===== config.mk =====
export PLATFORM = sky130hd
export DESIGN_NAME = fork_join_scheduler
export DESIGN_NICKNAME = d
export VERILOG_FILES = /design/src/rtl/fork_join_scheduler.sv
export SDC_FILE = /design/constraint.sdc
export NUM_CORES = 1
export LEC_CHECK = 0
export CAP_MARGIN = 40
export CORE_MARGIN = 2
export CORE_UTILIZATION = 45
export CTS_BUF_LIST = sky130_fd_sc_hd__clkbuf_4 sky130_fd_sc_hd__clkbuf_8
export CTS_CLUSTER_DIAMETER = 50
export DETAILED_ROUTE_END_ITERATION = 16
export PLACE_DENSITY = 0.8
export SYNTH_ARGS = -nofsm -noshare
export SYNTH_HDL_FRONTEND = slang
export SYNTH_SLANG_ARGS = --single-unit

===== constraint.sdc =====
create_clock -name clk -period 2.8 [get_ports clk]
set_clock_uncertainty 0.1 [all_clocks]
set_input_delay 0.56 -clock clk [delete_from_list [all_inputs] [get_ports clk]]
set_output_delay 0.56 -clock clk [all_outputs]
set_load 0.005 [all_outputs]

===== src/rtl/fork_join_scheduler.sv =====
// rtl/fork_join_scheduler.sv - fork/join process control: parallel countdown tasks with join, join_any, join_none and wait-fork signalling
module fork_join_scheduler #(
    parameter int N_TASKS = 4,
    parameter int DLY_W   = 8,
    parameter int ID_W    = 2
) (
    input  logic                     clk,
    input  logic                     rst,
    input  logic                     start,
    input  logic [1:0]               mode,
    input  logic [N_TASKS-1:0]       task_en,
    input  logic [N_TASKS*DLY_W-1:0] task_dly,
    input  logic                     abort,
    output logic                     ready,
    output logic                     busy,
    output logic [N_TASKS-1:0]       active,
    output logic [N_TASKS-1:0]       task_done,
    output logic                     join_done,
    output logic [ID_W-1:0]          first_id,
    output logic                     all_done,
    output logic                     aborted
);

    typedef enum logic {S_IDLE, S_RUN} state_t;

    localparam logic [1:0] MODE_ANY  = 2'b01;
    localparam logic [1:0] MODE_NONE = 2'b10;

    state_t               state;
    state_t               state_nxt;
    logic [DLY_W-1:0]     counter [N_TASKS];
    logic [N_TASKS-1:0]   active_q;
    logic [N_TASKS-1:0]   zero_mask;
    logic [N_TASKS-1:0]   done_now;
    logic [1:0]           mode_q;
    logic                 join_fired;
    logic                 first_seen;
    logic [ID_W-1:0]      first_id_q;
    logic [ID_W-1:0]      first_idx;
    logic                 accept;
    logic                 live;
    logic                 finishing;
    logic                 join_cond;
    logic                 first_event;

    assign accept = (state == S_IDLE) && start;
    // Abort and reset both suppress every completion-related pulse in their cycle.
    assign live   = (state == S_RUN) && !abort && !rst;

    always_comb begin
        zero_mask = '0;
        for (int i = 0; i < N_TASKS; i++) begin
            zero_mask[i] = (counter[i] == '0);
        end
    end

    assign done_now    = active_q & zero_mask & {N_TASKS{live}};
    // With no slot left running after this cycle the fork is complete; covers an empty launch too.
    assign finishing   = live && ((active_q & ~done_now) == '0);
    assign first_event = (|done_now) && !first_seen;

    always_comb begin
        first_idx = '0;
        for (int i = N_TASKS - 1; i >= 0; i--) begin
            if (done_now[i]) begin
                first_idx = ID_W'(i);
            end
        end
    end

    always_comb begin
        join_cond = finishing;
        case (mode_q)
            MODE_ANY:  join_cond = (|done_now) || finishing;
            MODE_NONE: join_cond = live;
            default:   join_cond = finishing;
        endcase
    end

    always_ff @(posedge clk) begin
        if (rst) begin
            state <= S_IDLE;
        end else begin
            state <= state_nxt;
        end
    end

    always_comb begin
        state_nxt = state;
        case (state)
            S_IDLE: if (accept) state_nxt = S_RUN;
            S_RUN:  if (abort || finishing) state_nxt = S_IDLE;
            default: state_nxt = S_IDLE;
        endcase
    end

    always_comb begin
        ready     = (state == S_IDLE);
        task_done = done_now;
        all_done  = finishing;
        join_done = !join_fired && join_cond;
        aborted   = (state == S_RUN) && abort && !rst;
        first_id  = first_event ? first_idx : first_id_q;
    end

    assign active = active_q;
    assign busy   = |active_q;

    always_ff @(posedge clk) begin
        if (rst) begin
            active_q   <= '0;
            mode_q     <= '0;
            join_fired <= 1'b0;
            first_seen <= 1'b0;
            first_id_q <= '0;
            for (int i = 0; i < N_TASKS; i++) begin
                counter[i] <= '0;
            end
        end else if (accept) begin
            active_q   <= task_en;
            mode_q     <= mode;
            join_fired <= 1'b0;
            first_seen <= 1'b0;
            for (int i = 0; i < N_TASKS; i++) begin
                counter[i] <= task_en[i] ? task_dly[i*DLY_W +: DLY_W] : '0;
            end
        end else if (state == S_RUN) begin
            if (abort) begin
                active_q <= '0;
                for (int i = 0; i < N_TASKS; i++) begin
                    counter[i] <= '0;
                end
            end else begin
                active_q <= active_q & ~done_now;
                for (int i = 0; i < N_TASKS; i++) begin
                    if (active_q[i] && !zero_mask[i]) begin
                        counter[i] <= counter[i] - 1'b1;
                    end
                end
                if (join_done) begin
                    join_fired <= 1'b1;
                end
                if (first_event) begin
                    first_seen <= 1'b1;
                    first_id_q <= first_idx;
                end
            end
        end
    end

endmodule


==> flow_summary_export.csv, run 1 <==
group,metric,value,unit
worst_setup_path,cp-end-kind,"primary output",
placement,numPortBuffers,56,
clocking,htreeDepth,2,
layout,final_util,71.1,%
placement,dpl-instance-area,0.00350,sq mm
layout,final_common_cell,"buf_4",
placement,dp_hpwl,4890,um
synthesis,yosys_warnings,0,
clocking,numCtsBuffers,5,
worst_setup_path,worstRegToRegCells,13,
worst_setup_path,cp.required,2.14,ns
placement,gp_congestion,0.915,
timing,setup_viol,2,
layout,diodes,0,
global_route,grt_overflow,0,
power_and_ir_drop,ir_worst_vdd,0.000314,V
clocking,path_clk_slew,0.08,ns
floorplanning,rows,27,
synthesis,syn_area,0.00251,sq mm
timing,max_freq,336,MHz
layout,fin_cells,469,
timing,min_period,2.98,ns
synthesis,synth_seq_cells,43,
layout,syn2layout_area_growth,54.0,%
synthesis,ys_types,42,
timing,worst_slew_pin_slew,0.415,ns
route,vias,2476,
layout,fin_area,0.00387,sq mm
timing,rsz0062_at_grt,"true",
floorplanning,fp.dieH,78.7,um
floorplanning,die_area,0.00619,sq mm
floorplanning,die_w,78.7,um
floorplanning,start_util,46.2,%
synthesis,syn_inst,268,
clocking,clk_latency,0.30,ns
timing,holdWs,0.440,ns
clocking,clk_path_buf_depth,2,
clocking,cts_root_buf,"clkbuf_8",
timing,slew_headroom,72.3,%
hold_path,hold_depth,2,
global_route,grt_pass1_wl,11700,um
global_route,grt_max_degree,14,
route,wl_per_cell,15.5,um
power_and_ir_drop,power.leakage,0.00161,uW
clocking,clock_sinks,43,
timing,min_period_over_period,106,%
global_route,grt_use_total,24.4,%
worst_setup_path,arrival,2.32,ns
worst_setup_path,start_kind,"register",
power_and_ir_drop,powerDensity,443,mW/mm^2
timing,fin_ws,-0.176,ns
clocking,cts_tree,"yes",
synthesis,ys_seq_area_share,47.0,%
floorplanning,ios,57,
synthesis,synth_nets,320,
route,drc,0,
outcome,status,"finished with violations",
synthesis,synth_area_per_cell,9.37,sq um
layout,drive_above_1_share,27.7,%
hold_path,hold_path.class,"reg2reg",
route,wirelength,7270,um
flow_run,cap_violations,0,
global_route,grt_antenna_before_repair,0,
worst_setup_path,crit_type,"reg2out",
layout,num-nets-final,448,
layout,final_cell_mix,"buf_4 (64), nand2_1 (57), clkdlybuf4s50_1 (47), o21ai_0 (32), edfxtp_1 (32)",
worst_setup_path,cp_max_fo,2,
route,firstDrtPassIters,5,
placement,dp_cells,439,
outcome,violations,"setup timing",
timing,tns,-0.237,ns
route,viasPerCell,5.28,
floorplanning,core,0.00544,sq mm
global_route,grt_pass1_vias,2488,
route,drt_iter0_drc,99,
route,postRouteAntennaNets,0,
timing,hold_viol_final,0,
timing,final_max_slew_viol_count,0,
## Yosys cell counts (all sizes together)
cell / count / area (sq um)
xnor2: 11 / 96.3
or3: 2 / 12.5
and4bb: 1 / 12.5
nor2b: 1 / 6.26
a21oi: 10 / 50.1
a211o: 1 / 10.0
nand4: 3 / 18.8
nor4: 4 / 52.6
edfxtp: 32 / 961
nor3b: 7 / 63.8
inv: 19 / 71.3
nand2: 58 / 218
nand3: 4 / 32.5
nand3b: 1 / 7.51
a31oi: 3 / 18.8
and2: 3 / 20.0
o21a: 1 / 7.51
clkbuf: 5 / 20.0
o21bai: 2 / 15.0
nor3: 6 / 30.0
xor2: 13 / 114
a222oi: 1 / 10.0
ha: 10 / 125
mux2i: 1 / 10.0
or4: 1 / 7.51
o31ai: 1 / 7.51
nand2b: 1 / 6.26
o22a: 2 / 17.5
and3: 5 / 32.5
nor4b: 1 / 8.76
dfxtp: 11 / 220
buf: 1 / 5.00
a41oi: 2 / 17.5
o21ai: 32 / 160
nor2: 12 / 45.0
## sequential cells by signal (all words and copies together), names as in the netlist
name        flops
counter        32
active          4
first_id_q      2
mode_q          2
first_seen      1
join_fired      1
state           1
## timing repair
action | CTS | global route
resized for setup | 42 | 15
pin swaps | 13 | 9
endpoints found under the setup margin | 8 | 5
hold buffers | 0 | 0
buffers inserted | 22 | 7
## logic make-up after synthesis
logic type                 Yosys count  synth area share [%]
AOI/OAI and AO/OA                   55                  12.5
DFF                                 43                  47.0
and+or+nand+nor                    110                  22.9
buffers and inverters               25                  3.84
adders and majority gates           10                  4.98
xor gates and xnor gates            24                  8.37
muxes                                1                 0.399
## worst max-delay path, stage by stage, from the launching register on
cell and delay, ns:
edfxtp_1 0.42, inv_2 0.08, ha_2 0.15, nor3b_4 0.22
nand2_2 0.10, a222oi_1 0.46, a31oi_1 0.18, buf_4 0.17
a21oi_2 0.12, buf_2 0.12
## through the flow
stage / total power (uW) / setup slack, ns
after floorplan: 959 / 0.303
after global placement: 1150 / -0.514
after detailed placement: 1160 / -0.551
after CTS: 1690 / -0.106
after global routing: 1780 / -0.295
final: 1710 / -0.176
## report_power, final
group	internal (uW)	switching [uW]
sequential	734	44.1
clock	289	229
combinational	235	181
## layer usage
metal | global-route usage [%] | part of all wire, %
met1 | 30.6 | 42
met2 | 41.7 | 49
met3 | 4.09 | 6.3
met4 | 10.2 | 2.6
met5 | 0 | 0
## area by class of cell
class                      instances  area [sq um]
timing repair buffer             127          1090
tap                               72          90.1
multi-input combinational        200          1310
sequential                        43          1180
inverter                          19          71.3
clock buffer                       6          82.6
clock inverter                     2          35.0
fill                             421          1570
## path summary, 6_finish.rpt
kind                 start         end  slack [ns]
max reg2reg  counter[0][0]  join_fired        0.18
max          counter[0][0]   join_done       -0.18
min reg2reg      active[3]   active[3]        0.44
min              active[3]   active[3]        0.44
Power figures use the tool's default switching activity.
==> inputs of run 2 (changes only) <==
- ABC_CLOCK_PERIOD_IN_PS: unset -> 2800
- CORE_ASPECT_RATIO: unset -> 1.1
- PLACE_DENSITY: 0.8 -> 0.73
==> flow_summary_export.csv, run 2 (synthesized netlist as in run 1, its figures left out) <==
group,metric,value,unit
worst_setup_path,cp.required,2.14,ns
clocking,path_clk_slew,0.08,ns
global_route,grt_antenna_before_repair,0,
clocking,numCtsBuffers,5,
worst_setup_path,start_kind,"register",
worst_setup_path,cp-end-kind,"primary output",
timing,min_period,3.03,ns
power_and_ir_drop,p_int,1190,uW
power_and_ir_drop,swShare,26.7,%
global_route,grt_pass1_wl,10600,um
route,drt_iter0_drc,129,
layout,multi_input_area,0.00134,sq mm
power_and_ir_drop,pwr-share-clk,24.8,%
clocking,htreeDepth,2,
route,wl_per_cell,14.3,um
layout,ff_latch_area,0.00118,sq mm
timing,final_max_slew_viol_count,0,
hold_path,hold_depth,2,
placement,dp_hpwl,4750,um
timing,hold_viol_final,0,
clocking,cts_root_buf,"clkbuf_8",
layout,drive_above_1_share,29.0,%
worst_setup_path,r2r-start,"counter[1][0]",
timing,rsz0062_at_grt,"true",
hold_path,hold_path.class,"reg2reg",
power_and_ir_drop,power.leakage,0.00164,uW
worst_setup_path,crit_path_start,"counter[1][0]",
route,firstDrtPassIters,4,
floorplanning,start_util,46.5,%
power_and_ir_drop,seqPwrFrac,47.9,%
floorplanning,ios,57,
timing,setup_viol,2,
layout,largest_reg_flops,32,
floorplanning,core,0.00540,sq mm
placement,pre_cts_ws,-0.669,ns
timing,max_freq,330,MHz
placement,dp_cells,451,
timing,slew_headroom,69.6,%
timing,min_period_over_period,108,%
power_and_ir_drop,combPwrFrac,27.3,%
route,viasPerCell,5.11,
power_and_ir_drop,powerDensity,412,mW/mm^2
outcome,status,"finished with violations",
clocking,cts_tree,"yes",
timing,fin_ws,-0.231,ns
hold_path,min_from,"join_fired",
layout,fin_cells,479,
layout,fillers,409,
layout,final_util,73.0,%
placement,gp_congestion,0.936,
flow_run,cap_violations,0,
worst_setup_path,cp_max_fo,2,
timing,worst_slew_pin_slew,0.455,ns
floorplanning,die_area,0.00619,sq mm
layout,syn2layout_area_growth,56.8,%
timing,holdWs,0.395,ns
power_and_ir_drop,switchingPower,433,uW
floorplanning,fp.dieH,82.4,um
global_route,grt_use_total,22.7,%
route,wirelength,6830,um
worst_setup_path,worstRegToRegCells,14,
global_route,grt_overflow,0,
layout,final_cell_mix,"buf_4 (70), nand2_1 (58), clkdlybuf4s50_1 (47), o21ai_0 (32), edfxtp_1 (32)",
power_and_ir_drop,power,1620,uW
layout,num-nets-final,455,
outcome,violations,"setup timing",
clocking,postCtsHoldBufs,0,
floorplanning,rows,28,
route,postRouteAntennaNets,0,
route,drc,0,
floorplanning,die_w,75.2,um
layout,final_common_cell,"buf_4",
clocking,clock_sinks,43,
layout,diodes,0,
worst_setup_path,arrival,2.37,ns
clocking,clk_path_buf_depth,2,
route,vias,2449,
power_and_ir_drop,ir_worst_vdd,0.000263,V
worst_setup_path,crit_type,"reg2out",
global_route,grt_pass1_vias,2321,
layout,regMostFlops,"counter",
clocking,clk_latency,0.29,ns
global_route,grt_max_degree,13,
placement,numPortBuffers,56,
-- run 2: cell type report --
| cell class | count | share of cell area [%] |
|---|---|---|
| inverter | 19 | 1.81 |
| timing repair buffer | 134 | 29.5 |
| clock inverter | 1 | 0.127 |
| sequential | 43 | 30.0 |
| clock buffer | 7 | 2.13 |
| multi-input combinational | 200 | 34.1 |
| tap | 75 | 2.38 |
-- run 2: power groups by stage --
stage	Sequential, uW	Combinational (uW)	Clock, uW
finish	777	442	402
global placement	779	383	0
floorplan	782	177	0
detailed placement	782	389	0
global route	782	482	441
CTS	771	417	410
-- run 2: through the flow --
step	setup TNS (ns)	instance area, sq um
global placement	-2.67	3580
detailed placement	-3.08	3580
finish	-0.307	3940
floorplan	0	2510
global route	-0.779	3940
CTS	-0.197	3870
-- run 2: path summary, 6_finish.rpt --
check | to | slack [ns]
worst max-delay path | join_done | -0.23
worst min-delay path | join_fired | 0.39
worst max register to register | join_fired | 0.11
worst min register to register | join_fired | 0.39
-- run 2: per-layer routing --
layer / part of all wire, % / track usage [%] / vias to the layer above
met5: 0 / 0 / -
met4: 2.8 / 10.4 / 0
met3: 5.4 / 3.88 / 17
met2: 47 / 35.6 / 94
met1: 45 / 30.8 / 1129
li1: - / - / 1209
-- run 2: timing repair --
item | CTS | global route
setup endpoints to repair | 8 | 6
gates resized for setup | 44 | 19
setup buffers | 19 | 8
pin swaps | 14 | 11
-- run 2: critical path, stage by stage, from the launching register on --
cell	delay (ns)
edfxtp_1	0.42
inv_2	0.10
ha_4	0.12
nor3b_4	0.19
buf_6	0.13
nand3_4	0.07
a222oi_1	0.42
a31oi_1	0.22
buf_4	0.18
a21oi_2	0.10
buf_2	0.12
